--- src/rtl/sd_req_arbiter_if.sv ---
// sd_req_arbiter_if: bundles the virtual-disk client request/status lines and the hps_io SD
// channel lines that pass through sd_req_arbiter.
//   cli_rd/cli_wr   level requests, bit n = VD n (0 = floppy 1, 1 = HDD, 2 = floppy 2)
//   cli_done        one-cycle completion pulse per client
//   cli_err         one-cycle timeout pulse per client
//   cli_busy        high while the client holds the grant
//   sd_rd/sd_wr     requests towards hps_io, at most one bit set
//   sd_ack          ack from hps_io
//   hdd_wait        CPU wait hint while VD1 holds the grant
//   active          any grant held (disk LED)
// master: clients + hps_io side. slave: the arbiter.
interface sd_req_arbiter_if;
  logic [2:0] cli_rd;
  logic [2:0] cli_wr;
  logic [2:0] cli_done;
  logic [2:0] cli_err;
  logic [2:0] cli_busy;
  logic [2:0] sd_rd;
  logic [2:0] sd_wr;
  logic [2:0] sd_ack;
  logic       hdd_wait;
  logic       active;

  modport master (
    output cli_rd, cli_wr, sd_ack,
    input  cli_done, cli_err, cli_busy, sd_rd, sd_wr, hdd_wait, active
  );

  modport slave (
    input  cli_rd, cli_wr, sd_ack,
    output cli_done, cli_err, cli_busy, sd_rd, sd_wr, hdd_wait, active
  );
endinterface

--- src/rtl/sd_req_arbiter.sv ---
// sd_req_arbiter: serialises block-device requests from three virtual-disk clients onto the
// hps_io SD channels. One transaction at a time, round-robin grant, ack-handshake tracking
// and a request-to-ack timeout.
//   clk_sys   system clock, all state on its rising edge
//   reset_n   asynchronous active-low reset
//   bus       sd_req_arbiter_if.slave (client requests/status and hps_io SD lines)
//   TIMEOUT   clk_sys cycles from request to ack rise before giving up; 0 disables
module sd_req_arbiter #(
  parameter logic [23:0] TIMEOUT = 24'd14_000_000
) (
  input logic              clk_sys,
  input logic              reset_n,
  sd_req_arbiter_if.slave  bus
);

  typedef enum logic [1:0] {StIdle, StReq, StXfer, StRelease} state_e;

  state_e      state_q;
  logic [1:0]  grant_q;
  logic [1:0]  last_q;
  logic        op_q;      // 1 = write
  logic [23:0] timer_q;
  logic [2:0]  old_ack_q;
  logic [2:0]  busy_q;
  logic [2:0]  rd_q;
  logic [2:0]  wr_q;
  logic [2:0]  done_q;
  logic [2:0]  err_q;

  function automatic logic [1:0] inc3(input logic [1:0] v);
    return (v == 2'd2) ? 2'd0 : v + 2'd1;
  endfunction

  logic [2:0] pend;
  logic [1:0] cand1, cand2, next_g;
  logic [2:0] next_oh, grant_oh;
  logic       ack_rise, ack_fall, timeout_hit;

  assign pend  = bus.cli_rd | bus.cli_wr;
  assign cand1 = inc3(last_q);
  assign cand2 = inc3(cand1);

  // Search starts just after the last served client; the last one itself comes third.
  always_comb begin
    next_g = last_q;
    if (pend[cand1]) begin
      next_g = cand1;
    end else if (pend[cand2]) begin
      next_g = cand2;
    end
  end

  assign next_oh  = 3'b001 << next_g;
  assign grant_oh = 3'b001 << grant_q;

  // Only the granted channel's ack matters; the others are ignored.
  assign ack_rise    = bus.sd_ack[grant_q] & ~old_ack_q[grant_q];
  assign ack_fall    = ~bus.sd_ack[grant_q] & old_ack_q[grant_q];
  assign timeout_hit = (TIMEOUT != 24'd0) && (timer_q == TIMEOUT - 24'd1);

  always_ff @(posedge clk_sys or negedge reset_n) begin
    if (!reset_n) begin
      state_q   <= StIdle;
      grant_q   <= 2'd0;
      last_q    <= 2'd2;
      op_q      <= 1'b0;
      timer_q   <= 24'd0;
      old_ack_q <= 3'b000;
      busy_q    <= 3'b000;
      rd_q      <= 3'b000;
      wr_q      <= 3'b000;
      done_q    <= 3'b000;
      err_q     <= 3'b000;
    end else begin
      old_ack_q <= bus.sd_ack;
      done_q    <= 3'b000;
      err_q     <= 3'b000;
      unique case (state_q)
        StIdle: begin
          if (pend != 3'b000) begin
            grant_q <= next_g;
            op_q    <= bus.cli_wr[next_g];
            busy_q  <= next_oh;
            timer_q <= 24'd0;
            // Write wins when a client raises both lines.
            if (bus.cli_wr[next_g]) begin
              wr_q <= next_oh;
            end else begin
              rd_q <= next_oh;
            end
            state_q <= StReq;
          end
        end
        StReq: begin
          if (ack_rise) begin
            rd_q    <= 3'b000;
            wr_q    <= 3'b000;
            state_q <= StXfer;
          end else if (timeout_hit) begin
            rd_q    <= 3'b000;
            wr_q    <= 3'b000;
            err_q   <= grant_oh;
            state_q <= StRelease;
          end else begin
            timer_q <= timer_q + 24'd1;
          end
        end
        StXfer: begin
          if (ack_fall) begin
            done_q  <= grant_oh;
            state_q <= StRelease;
          end
        end
        StRelease: begin
          busy_q  <= 3'b000;
          last_q  <= grant_q;
          state_q <= StIdle;
        end
        default: state_q <= StIdle;
      endcase
    end
  end

  assign bus.cli_busy = busy_q;
  assign bus.cli_done = done_q;
  assign bus.cli_err  = err_q;
  assign bus.sd_rd    = rd_q;
  assign bus.sd_wr    = wr_q;
  assign bus.hdd_wait = busy_q[1];
  assign bus.active   = |busy_q;

endmodule

--- src/flat_wrapper.sv ---
// flat-port wrapper written by rule: the top's interface ports become plain ports
module sd_req_arbiter_flat 
#(
  parameter logic [23:0] TIMEOUT = 24'd14_000_000
)
  (clk_sys, reset_n, bus_cli_rd, bus_cli_wr, bus_sd_ack, bus_cli_done, bus_cli_err, bus_cli_busy, bus_sd_rd, bus_sd_wr, bus_hdd_wait, bus_active);
  sd_req_arbiter_if bus_i ();
  input logic clk_sys;
  input logic reset_n;
  input wire logic [$bits(bus_i.cli_rd)-1:0] bus_cli_rd;
  input wire logic [$bits(bus_i.cli_wr)-1:0] bus_cli_wr;
  input wire logic [$bits(bus_i.sd_ack)-1:0] bus_sd_ack;
  output wire logic [$bits(bus_i.cli_done)-1:0] bus_cli_done;
  output wire logic [$bits(bus_i.cli_err)-1:0] bus_cli_err;
  output wire logic [$bits(bus_i.cli_busy)-1:0] bus_cli_busy;
  output wire logic [$bits(bus_i.sd_rd)-1:0] bus_sd_rd;
  output wire logic [$bits(bus_i.sd_wr)-1:0] bus_sd_wr;
  output wire logic [$bits(bus_i.hdd_wait)-1:0] bus_hdd_wait;
  output wire logic [$bits(bus_i.active)-1:0] bus_active;
  assign bus_i.cli_rd = bus_cli_rd;
  assign bus_i.cli_wr = bus_cli_wr;
  assign bus_i.sd_ack = bus_sd_ack;
  assign bus_cli_done = bus_i.cli_done;
  assign bus_cli_err = bus_i.cli_err;
  assign bus_cli_busy = bus_i.cli_busy;
  assign bus_sd_rd = bus_i.sd_rd;
  assign bus_sd_wr = bus_i.sd_wr;
  assign bus_hdd_wait = bus_i.hdd_wait;
  assign bus_active = bus_i.active;
  sd_req_arbiter #(.TIMEOUT(TIMEOUT)) u_core (.clk_sys(clk_sys), .reset_n(reset_n), .bus(bus_i));
endmodule
--- config.mk ---
export PLATFORM = sky130hd
export DESIGN_NAME = sd_req_arbiter_flat
export DESIGN_NICKNAME = d
export VERILOG_FILES = /design/src/rtl/sd_req_arbiter_if.sv /design/src/rtl/sd_req_arbiter.sv /design/src/flat_wrapper.sv
export SDC_FILE = /design/constraint.sdc
export NUM_CORES = 1
export LEC_CHECK = 0
export BUFFER_PORTS_ARGS = -buffer_cell sky130_fd_sc_hd__buf_2
export CORE_ASPECT_RATIO = 1.75
export CORE_MARGIN = 2
export CORE_UTILIZATION = 45
export CTS_BUF_LIST = sky130_fd_sc_hd__clkbuf_8
export DETAILED_ROUTE_END_ITERATION = 12
export GPL_TIMING_DRIVEN = 0
export PLACE_DENSITY = 0.63
export SETUP_SLACK_MARGIN = 0.5
export SYNTH_ARGS = -nofsm -noshare
export SYNTH_HDL_FRONTEND = slang
export SYNTH_SLANG_ARGS = --single-unit
--- constraint.sdc ---
create_clock -name clk_sys -period 2.9 [get_ports clk_sys]
set_input_delay 0.29 -clock clk_sys [delete_from_list [all_inputs] [get_ports clk_sys]]
set_output_delay 0.29 -clock clk_sys [all_outputs]
set_load 0.01 [all_outputs]
==> results of run 1 <==
==> cell usage in the layout, fill, tap and decap left out, types with 4 or more instances in the layout <==
| cell type | n |
|---|---|
| dfrtp_1 | 47 |
| buf_2 | 31 |
| nand2_1 | 26 |
| nor2_1 | 20 |
| o21ai_0 | 17 |
| a21oi_1 | 16 |
| or4_1 | 15 |
| nand4_1 | 12 |
| buf_4 | 11 |
| o31ai_1 | 11 |
| inv_1 | 8 |
| or3_1 | 7 |
| and3_1 | 6 |
| ha_1 | 6 |
| nand3_1 | 5 |
| clkbuf_8 | 5 |
| nand2b_1 | 4 |
| nor3_1 | 4 |
| o211ai_1 | 4 |
==> synthesized netlist by cell type, types with 2 or more instances <==
cell and number:
dfrtp_1 47, nand2_1 27, nor2_1 20, o21ai_0 17
a21oi_1 16, or4_1 16, nand4_1 12, o31ai_1 11
buf_2 9, inv_1 9, clkbuf_1 8, or3_1 7
and3_1 6, ha_1 6, nand3_1 5, nor3_1 5
nor4_1 5, nand2b_1 4, o211ai_1 4, mux2_2 3
o22a_1 3, o22ai_1 3, a32o_1 2, and4_1 2
mux2_4 2, nand4b_1 2, o2111ai_1 2, o21a_1 2
o32ai_1 2, or2_2 2
==> layer usage <==
metal  part of all wire  up-vias  global-route usage
met1               0.38     1161              0.2476
met2               0.55       50              0.3998
met5                  0        -                   0
li1                   -     1152                   -
met4              0.038        0              0.1556
met3              0.026       21             0.03492
==> worst max-delay path, delay by kind of cell, from the launching register on <==
family,cells,cell delay (ns)
AOI/OAI and AO/OA,3,0.71
muxes,2,0.61
DFF,1,0.56
and+or+nand+nor,1,0.22
buffers and inverters,1,0.13
==> state kept, by name, summed over array words and instances, names as in the netlist, 3 cells and up <==
register,count
u_core.bus.cli_busy,3
u_core.bus.cli_done,3
u_core.bus.cli_err,3
u_core.bus.sd_rd,3
u_core.bus.sd_wr,3
u_core.old_ack_q,3
u_core.timer_q,24
==> how the worst max path moves through the flow <==
stage | from | end | slack (ns) | cells after the start
after floorplan | bus_cli_wr[0] | u_core.bus.sd_wr[2]$_DFFE_PN0P_ | 0.55 | 7
final | u_core.last_q[1]$_DFFE_PN1P_ | u_core.bus.sd_wr[2]$_DFFE_PN0P_ | 0.54 | 7
after global placement | u_core.state_q[0]$_DFFE_PN0P_ | u_core.timer_q[22]$_DFFE_PN0P_ | 0.08 | 9
after CTS | u_core.last_q[1]$_DFFE_PN1P_ | u_core.bus.sd_wr[2]$_DFFE_PN0P_ | 0.48 | 7
after detailed placement | u_core.state_q[0]$_DFFE_PN0P_ | u_core.timer_q[22]$_DFFE_PN0P_ | 0.05 | 9
after global routing | u_core.grant_q[0]$_DFFE_PN0P_ | u_core.bus.sd_rd[2]$_DFFE_PN0P_ | 0.46 | 7
==> power by group <==
| group | internal (mW) | total (mW) | switching, mW |
|---|---|---|---|
| combinational | 0.532 | 1.31 | 0.776 |
| clock | 0.255 | 0.499 | 0.244 |
| sequential | 0.775 | 0.850 | 0.0747 |
| total | 1.56 | 2.66 | 1.09 |
==> area by class of cell <==
class	instances	area, um^2	area share
inverters	9	36.28	0.01156
well taps	78	97.59	0.03110
clock inverters	3	42.54	0.01356
flip-flops and latches	48	1202	0.3832
clock buffers	5	68.82	0.02193
plain buffers	19	121.4	0.03868
repair buffers	33	180.2	0.05742
multi-input cells	208	1389	0.4426
==> cells by family (layout without fill, tap and decap cells) <==
logic type | count (synthesis) | in the layout | share of synthesized area
AND/OR/NAND/NOR | 121 | 121 | 0.2541
AO/OA/AOI/OAI | 75 | 75 | 0.1938
flip-flops | 48 | 48 | 0.4489
buffers and inverters | 28 | 69 | 0.04764
adder cells (fa/ha/maj) | 6 | 6 | 0.02802
multiplexers | 6 | 6 | 0.02756
==> timing repair <==
action | CTS | global route
pin swaps | 1 | 3
resized for setup | 12 | 17
setup buffers | 2 | 4
setup endpoints to repair | 35 | 30
==> key figures, run 1 <==
Hold path
  – Hold depth: 1
  – Min-delay src: bus_sd_ack[2]
  – Hold path endpoint: u_core.old_ack_q[2]$_DFF_PN0_
  – Worst Hold Class: input port to flop

Critical path
  – Worst setup SP type: flop
  – CP Max Fanout: 5
  – Crit path kind: flop to flop
  – Top cell by count, worst path: mux2_4
  – R2R Path End: u_core.bus.sd_wr[2]$_DFFE_PN0P_
  – Worst Setup End Kind: flop
  – Worst Path Required: 3.09 ns
  – WP data arrival: 2.56 ns
  – RR Startpoint: u_core.last_q[1]$_DFFE_PN1P_
  – R2R depth: 7
  – Critical Path, Cell by Cell: o21ba_4, o21a_1, or2_1, buf_6, mux2_4, a2111o_1, mux2_4
  – CP max-delay cell: dfstp_2
  – Crit path largest cell delay: 0.56 ns
  – Setup slack, reg-to-reg: 0.54 ns

Pwr
  – Max VDD drop: 561.8 uV
  – Total Power: 2.656 mW
  – Power Dens Cells: 846.5 nW/um^2
  – Leak pwr: 1.382 nW

Timing
  – Peak Freq: 0.4233 GHz
  – RSZ-0062 raised after global routing: true
  – # setup viols final: 0
  – Setup tns final: 0 ns
  – Slew Limit Headroom: 0.2840
  – Fin. max-slew vios: 0
  – Worst Clk Skew: 0.01368 ns
  – Worst setup margin: 0.5375 ns
  – Final Hold Viols: 0
  – Crit share post-route: 0.8147
  – Fin crit period: 2.363 ns
  – Hold WS: 0.1015 ns
  – Slew of the pin with the lowest slew margin: 1.074 ns

Synthesis
  – Ys Warns: 0
  – Ys async rst share: 1.000
  – Post-Syn Area: 2679 um^2
  – Yosys cell types: 55
  – Yosys top cell area share: 0.4390
  – Top cells by area, synth: dfrtp_1 (44%), or4_1 (4.5%), nand2_1 (3.8%), o21ai_0 (3.2%), o31ai_1 (3.1%)
  – Number of synthesized register bits: 48
  – Synthesized area per cell: 9.432 um^2
  – Seq/Total Area, Yosys: 0.4489
  – Post-Syn Nets: 301
  – Ys flop type: dfrtp_1
  – EDFF count, synth: 0
  – Mapped Cells: 284
  – Area leader, netlist: dfrtp_1

Clock tree
  – Worst-Skew Late Latency: 0.31 ns
  – Post-CTS Hold Fix Bufs: 0
  – CTS Buf Count: 5
  – CTS max path bufs: 2
  – CTS sink cnt: 48
  – Root Driver: clkbuf_8
  – CTS tree: yes
  – CTS H-tree lvls: 2
  – Clk slew on worst S/H paths: 0.09 ns

Cells and area
  – Post-Layout Cell Count: 403
  – Final instance area: 3138 um^2
  – Antenna Cells: 0
  – Area Overhead vs Synth: 17.14%
  – Layout cells sized above 1: 0.2400
  – Nets: 341
  – # fillers: 572
  – Core Util, Final: 0.5380

Floorplanning
  – Die H: 106.1 um
  – Core area: 5833 um^2
  – I/O Pins: 28
  – Die width: 62.33 um
  – Rows: 37
  – Starting Density: 0.4592
  – Die area: 6611 um^2

Placement
  – Port-buffer cells: 27
  – DPL Wire Length: 5.025 mm
  – GPL Wtd Cong: 0.8521
  – Pre-CTS setup slack: 0.05181 ns
  – Placed insts: 389
  – Placed inst area: 2912 um^2

Routing
  – Final wirelength: 6.916 mm
  – Via/cell ratio: 5.916
  – Residual DRC: 0
  – Wire length per cell: 17.16 um
  – DR iter-0 viols: 113
  – DR vias: 2,384
  – Post-DRT Antenna Nets: 0
  – Initial DRT Pass Iterations: 4

Global route
  – Vias in the first global route: 2,473
  – First-pass GRT wire length: 11.69 mm
  – Initial antenna violation count: 0
  – Total grt overflow: 0
  – Largest net degree at the start of global routing: 49
  – GR Util All Layers: 0.2267

Flow run
  – Max_cap viols: 0

Run status
  – Outcome: completed
Power figures use the tool's default switching activity.
==> inputs of run 2 (changes only) <==
ABC_AREA = 1   (was not set)
PLACE_DENSITY = 0.62   (was 0.63)
clock period = 2.4 ns   (was 2.9 ns; I/O delays follow)
==> key figures, run 2 <==
Clock tree
  – CTS H-tree lvls: 2 (unchanged)
  – Clk slew on worst S/H paths: 0.09 ns (about the same)
  – CTS tree: yes
  – CTS max path bufs: 2 (unchanged)
  – Worst-Skew Late Latency: 0.32 ns (about the same)
  – Post-CTS Hold Fix Bufs: 0 (unchanged)
  – Root Driver: clkbuf_8
  – CTS sink cnt: 48 (unchanged)
  – CTS Buf Count: 5 (unchanged)

Synthesis
  – Synthesized area per cell: 7.243 um^2 (-23%)
  – Number of synthesized register bits: 48 (unchanged)
  – EDFF count, synth: 0 (unchanged)
  – Seq/Total Area, Yosys: 0.4130 (-0.03588)
  – Area leader, netlist: dfrtp_1
  – Mapped Cells: 402 (+42%)
  – Yosys cell types: 28 (-49%)
  – Commonest cells post-synth: nand2_1 (122), dfrtp_1 (47), nor2_1 (46), nand3_1 (39), inv_1 (38)
  – Ys flop type: dfrtp_1
  – Post-Syn Nets: 419 (+39%)
  – Ys Warns: 0 (unchanged)
  – Top cells by area, synth: dfrtp_1 (40%), nand2_1 (16%), nand3_1 (6.7%), nor2_1 (5.9%), inv_1 (4.9%)
  – Count leader, synth: nand2_1
  – Ys async rst share: 1.000 (unchanged)
  – Post-Syn Area: 2912 um^2 (+8.7%)
  – Yosys top cell area share: 0.4040 (-0.03509)

Global route
  – Met3 usage: 0.03259 (-0.002334)
  – Gr busiest metal: met2
  – GR Util All Layers: 0.2149 (-0.01178)
  – Grt met2 use: 0.4027 (+0.002904)
  – Initial antenna violation count: 0 (unchanged)
  – First-pass GRT wire length: 11.96 mm (+2.4%)
  – Met1 GRT Util: 0.2153 (-0.03225)
  – Vias in the first global route: 2,694 (+8.9%)
  – Total grt overflow: 0 (unchanged)
  – Largest net degree at the start of global routing: 49 (unchanged)

Cells and area
  – Nets: 470 (+38%)
  – Max reg flops: 24 (unchanged)
  – Layout cells sized above 1: 0.2643 (+0.02432)
  – Core Util, Final: 0.5631 (+0.02511)
  – Area Overhead vs Synth: 20.46%
  – Most common cell after layout, fill and taps aside: nand2_1
  – Post-Layout Cell Count: 534 (+33%)
  – Most frequent cells in the layout: nand2_1 (118), nor2_1 (45), dfrtp_1 (41)
  – Antenna Cells: 0 (unchanged)
  – Top reg by flops: u_core.timer_q
  – Final instance area: 3507 um^2 (+12%)
  – # fillers: 615 (+7.5%)

Floorplanning
  – Starting Density: 0.4675 (+0.008212)
  – Die area: 7155 um^2 (+8.2%)
  – Rows: 38 (+2.7%)
  – Die width: 64.81 um (+4.0%)
  – Die H: 110.4 um (+4.1%)
  – Core area: 6228 um^2 (+6.8%)
  – I/O Pins: 28 (unchanged)

Routing
  – DR vias: 2,733 (+15%)
  – DR iter-0 viols: 121 (+7.1%)
  – Initial DRT Pass Iterations: 4 (unchanged)
  – Residual DRC: 0 (unchanged)
  – Via/cell ratio: 5.118 (-13%)
  – Wire length per cell: 13.49 um (-21%)
  – Final wirelength: 7.206 mm (+4.2%)
  – Post-DRT Antenna Nets: 0 (unchanged)

Critical path
  – Worst Setup End Kind: flop
  – WP data arrival: 2.06 ns (-0.50 ns)
  – Top cell by count, worst path: nand2_1
  – Critical Path, Cell by Cell: ha_4, nand3_2, inv_2, nand2_1, nor3_1, xor2_1, nand2_1, o21ai_2
  – Buf/Inv on CP: 1 (unchanged)
  – Crit path kind: flop to flop
  – Worst Path Required: 2.66 ns (-0.43 ns)
  – CP delay by family, top: simple AND/OR/NAND/NOR gates
  – Worst setup SP type: flop
  – CP Max Fanout: 5 (unchanged)
  – Crit path largest cell delay: 0.42 ns (-0.14 ns)
  – CP max-delay cell: dfrtp_2

Timing
  – Worst Clk Skew: 0.007482 ns (-0.006194 ns)
  – Fin crit period: 1.801 ns (-0.5615 ns)
  – Slew of the pin with the lowest slew margin: 1.051 ns (-0.02280 ns)
  – Worst setup margin: 0.5989 ns (+0.06145 ns)
  – Final Hold Viols: 0 (unchanged)
  – # setup viols final: 0 (unchanged)
  – RSZ-0062 raised after global routing: true
  – Hold WS: 0.03569 ns (-0.06576 ns)
  – Slew Limit Headroom: 0.2992 (+0.01520)
  – Fin. max-slew vios: 0 (unchanged)
  – Crit share post-route: 0.7504 (-0.06422)
  – Peak Freq: 0.5552 GHz (+31%)
  – Setup tns final: 0 ns (unchanged)

Placement
  – Placed insts: 509 (+31%)
  – Pre-CTS setup slack: 0.2990 ns (+0.2472 ns)
  – Placed inst area: 3147 um^2 (+8.1%)
  – DPL Wire Length: 5.456 mm (+8.6%)
  – GPL Wtd Cong: 0.9495 (+11%)
  – Port-buffer cells: 27 (unchanged)

Pwr
  – Max VDD drop: 727.6 uV (+30%)
  – Total Power: 3.465 mW (+30%)
  – Leak pwr: 1.665 nW (+20%)
  – Power Dens Cells: 988.0 nW/um^2 (+17%)

Run status
  – Outcome: completed

Hold path
  – Worst Hold Class: input port to flop

Flow run
  – Max_cap viols: 0 (unchanged)
## run 2: changes by cell type after synthesis, moves of 11 or more
cell / before / now
inv_1: 9 / 38
nand3_1: 5 / 39
o21ai_2: 0 / 16
o31ai_1: 11 / 0
or4_1: 16 / 0
a21oi_1: 16 / 4
nor2_1: 20 / 46
nand2_1: 27 / 122
## run 2: where the power goes
| part | leakage (nW) | internal (mW) | switching [mW] |
|---|---|---|---|
| clock network | 0.0614 | 0.341 | 0.292 |
| logic | 0.967 | 0.677 | 1.10 |
| registers | 0.636 | 0.945 | 0.113 |
| total | 1.66 | 1.96 | 1.50 |
## run 2: kinds of logic after synthesis
group                    synth area share
adder cells (fa/ha/maj)           0.02578
flip-flops                         0.4130
buffers and inverters             0.07650
AO/OA/AOI/OAI                      0.1096
XOR/XNOR                          0.01504
AND/OR/NAND/NOR                    0.3601
## run 2: cell type report
cell class                 instances  area (um^2)  area share
clock inverter                     2        38.79     0.01106
timing repair buffer              44        262.8     0.07492
multi-input combinational        303         1575      0.4492
sequential                        48         1210      0.3450
clock buffer                       6        82.58     0.02355
inverter                          41        157.7     0.04495
buffer                            10        80.08     0.02283
tap                               80        100.1     0.02854
## run 2: path summary, 6_finish.rpt
check | startpoint | end | slack, ns | depth (start not counted)
min reg2reg | u_core.bus.sd_rd[1]$_DFFE_PN0P_ | u_core.bus.sd_rd[1]$_DFFE_PN0P_ | 0.48 | 2
min | bus_sd_ack[1] | u_core.old_ack_q[1]$_DFF_PN0_ | 0.04 | 1
max reg2reg | u_core.timer_q[0]$_DFFE_PN0P_ | u_core.timer_q[16]$_DFFE_PN0P_ | 0.60 | 8
max | u_core.timer_q[0]$_DFFE_PN0P_ | u_core.timer_q[16]$_DFFE_PN0P_ | 0.60 | 8
max in group asynchronous | reset_n | u_core.timer_q[0]$_DFFE_PN0P_ | 1.57 | 1
min in group asynchronous | reset_n | u_core.timer_q[22]$_DFFE_PN0P_ | 0.10 | 1
## run 2: worst register-to-register path, cell delays in order (launching register included)
cell and delay, ns:
dfrtp_2 0.42, ha_4 0.18, nand3_2 0.14, inv_2 0.17, nand2_1 0.13, nor3_1 0.30, xor2_1 0.18, nand2_1 0.08
o21ai_2 0.14
## run 2: metal layers
metal | wire length, um | vias up
met2 | 4010 | 51
met4 | 340 | 0
li1 | - | 1403
met1 | 2650 | 1259
met5 | 0 | -
met3 | 205 | 20
## run 2: repair_timing
item	in CTS	in global routing
gates resized for setup	12	25
setup buffers	0	17
pin swaps	0	5
endpoints found under the setup margin	30	30
==> inputs of run 3 (changes only) <==
ABC_AREA = 0   (was 1)
PLACE_DENSITY = 0.63   (was 0.62)
clock period = 1.75 ns   (was 2.4 ns; I/O delays follow)
==> key figures, run 3 (synthesis results as in run 1) <==
Global route
  – GR Util All Layers: 0.2699 (+0.05505)
  – Largest net degree at the start of global routing: 49 (unchanged)
  – Total grt overflow: 0 (unchanged)
  – Vias in the first global route: 2,766 (+2.7%)
  – Initial antenna violation count: 0 (unchanged)
  – First-pass GRT wire length: 13.83 mm (+16%)

Pwr
  – Max VDD drop: 1272 uV (+75%)
  – Leak pwr: 1.874 nW (+13%)
  – Power Dens Cells: 1596 nW/um^2 (+62%)

Routing
  – Via/cell ratio: 5.987 (+17%)
  – DR iter-0 viols: 170 (+40%)
  – Final wirelength: 9.059 mm (+26%)
  – Routed length on met1: 3.159 mm (+19%)
  – Met2 wire length: 5.202 mm (+30%)
  – Wire length per cell: 19.48 um (+44%)
  – DR vias: 2,784 (+1.9%)
  – Initial DRT Pass Iterations: 4 (unchanged)
  – Top sig layer: met4
  – WL met3: 315 um (+54%)
  – Residual DRC: 0 (unchanged)
  – Post-DRT Antenna Nets: 0 (unchanged)

Timing
  – Final Hold Viols: 0 (unchanged)
  – Worst Clk Skew: 0.01339 ns (+0.005904 ns)
  – Crit share post-route: 1.317 (+0.5665)
  – Slew of the pin with the lowest slew margin: 1.107 ns (+0.05604 ns)
  – RSZ-0062 raised after global routing: true
  – Fin. max-slew vios: 0 (unchanged)
  – Peak Freq: 0.4339 GHz (-22%)
  – Worst setup margin: -0.5547 ns (-1.154 ns)
  – # setup viols final: 35 (+35)
  – Fin crit period: 2.305 ns (+0.5036 ns)
  – Slew Limit Headroom: 0.2619 (-0.03736)

Placement
  – Placed inst area: 3089 um^2 (-1.8%)
  – GPL Wtd Cong: 0.8421 (-11%)
  – DPL Wire Length: 5.051 mm (-7.4%)
  – Pre-CTS setup slack: -0.6935 ns (-0.9925 ns)
  – Port-buffer cells: 27 (unchanged)

Clock tree
  – Post-CTS Hold Fix Bufs: 0 (unchanged)
  – Root Driver: clkbuf_8
  – CTS sink cnt: 48 (unchanged)
  – CTS max path bufs: 2 (unchanged)
  – Clk slew on worst S/H paths: 0.10 ns (about the same)
  – CTS tree: yes
  – CTS H-tree lvls: 2 (unchanged)
  – Worst-Skew Late Latency: 0.31 ns (about the same)
  – CTS Buf Count: 5 (unchanged)

Critical path
  – Worst Setup End Kind: flop
  – CP Max Fanout: 3 (-2)
  – Worst setup SP type: flop
  – WP data arrival: 2.51 ns (+0.45 ns)
  – Worst Path Required: 1.95 ns (-0.71 ns)
  – Crit path kind: flop to flop

Cells and area
  – Nets: 403 (-14%)
  – Most common cell after layout, fill and taps aside: dfrtp_1
  – Top reg by flops: u_core.timer_q
  – Most frequent cells in the layout: dfrtp_1 (46), buf_4 (40), buf_6 (28)
  – Area Overhead vs Synth: 60.63%
  – Antenna Cells: 0 (unchanged)
  – # fillers: 423 (-31%)
  – FF+latch area: 1204 um^2 (-0.52%)
  – Layout cells sized above 1: 0.5194 (+0.2551)
  – Area of the multi-input gates: 1793 um^2 (+14%)
  – Max reg flops: 24 (unchanged)
  – Final instance area: 4303 um^2 (+23%)

Run status
  – Failing checks: setup timing
  – Outcome: complete, but fails checks

Hold path
  – Worst Hold Class: input port to flop

Floorplanning
  – Die H: 106.1 um (-3.9%)
  – Rows: 37 (-2.6%)
  – Starting Density: 0.4592 (-0.008212)
  – Core area: 5833 um^2 (-6.3%)
  – Die area: 6611 um^2 (-7.6%)
  – Die width: 62.33 um (-3.8%)
  – I/O Pins: 28 (unchanged)

Flow run
  – Max_cap viols: 0 (unchanged)
-- run 3: final timing paths --
kind | start | to | slack (ns) | cells past startpoint
setup / recovery | u_core.last_q[1]$_DFFE_PN1P_ | u_core.bus.sd_wr[2]$_DFFE_PN0P_ | -0.55 | 7
hold reg to reg | u_core.bus.sd_wr[1]$_DFFE_PN0P_ | u_core.bus.sd_wr[1]$_DFFE_PN0P_ | 0.51 | 1
hold / removal | bus_sd_ack[2] | u_core.old_ack_q[2]$_DFF_PN0_ | 0.004 | 1
setup reg to reg | u_core.last_q[1]$_DFFE_PN1P_ | u_core.bus.sd_wr[2]$_DFFE_PN0P_ | -0.55 | 7
min in group asynchronous | reset_n | u_core.timer_q[19]$_DFFE_PN0P_ | 0.07 | 1
max in group asynchronous | reset_n | u_core.state_q[0]$_DFFE_PN0P_ | 0.92 | 1
-- run 3: layout make-up --
| cell class | count | share of cell area |
|---|---|---|
| buffer | 19 | 0.05467 |
| clock buffer | 5 | 0.01599 |
| clock inverter | 3 | 0.009014 |
| inverter | 9 | 0.01076 |
| multi-input combinational | 209 | 0.4167 |
| sequential | 48 | 0.2797 |
| tap | 78 | 0.02268 |
| timing repair buffer | 94 | 0.1905 |
-- run 3: worst max-delay path: stages (launching register included) --
cell	delay, ns
dfstp_2	0.54
o21ba_4	0.15
o21a_1	0.12
or2_1	0.23
buf_6	0.12
mux2_4	0.30
a2111o_1	0.42
mux2_4	0.32
-- run 3: where the power goes --
group / switching (mW) / total [mW] / internal [mW]
clock: 0.388 / 0.807 / 0.419
combinational: 2.15 / 4.64 / 2.49
sequential: 0.131 / 1.42 / 1.29
total: 2.67 / 6.87 / 4.20
-- run 3: repair_timing --
item                                    in CTS  in global routing
resized for setup                           89                 31
cloned                                       6                  0
pin swaps                                   59                 34
endpoints found under the setup margin      43                 46
endpoints found under the hold margin        0                  0
buffers inserted                            50                 12
-- run 3: per-layer routing --
metal  GRT usage  up-vias
li1            -     1287
met1      0.2825     1382
met2      0.5124       83
met3     0.02434       32
met4      0.1651        0
met5           0        -
-- run 3: stage by stage --
step	hold slack, ns	cells	TNS, ns	utilization	total power, mW
2_1_floorplan	-0.1206	284	-6.376	-	3.066
3_3_place_gp	0.3071	389	-14.30	0.5296	3.660
3_5_place_dp	0.3146	389	-14.70	0.5296	3.677
4_1_cts	0.003234	453	-11.80	0.6971	6.374
5_1_grt	0.001116	465	-17.82	0.7377	7.182
6_report	0.003993	465	-14.25	0.7377	6.869
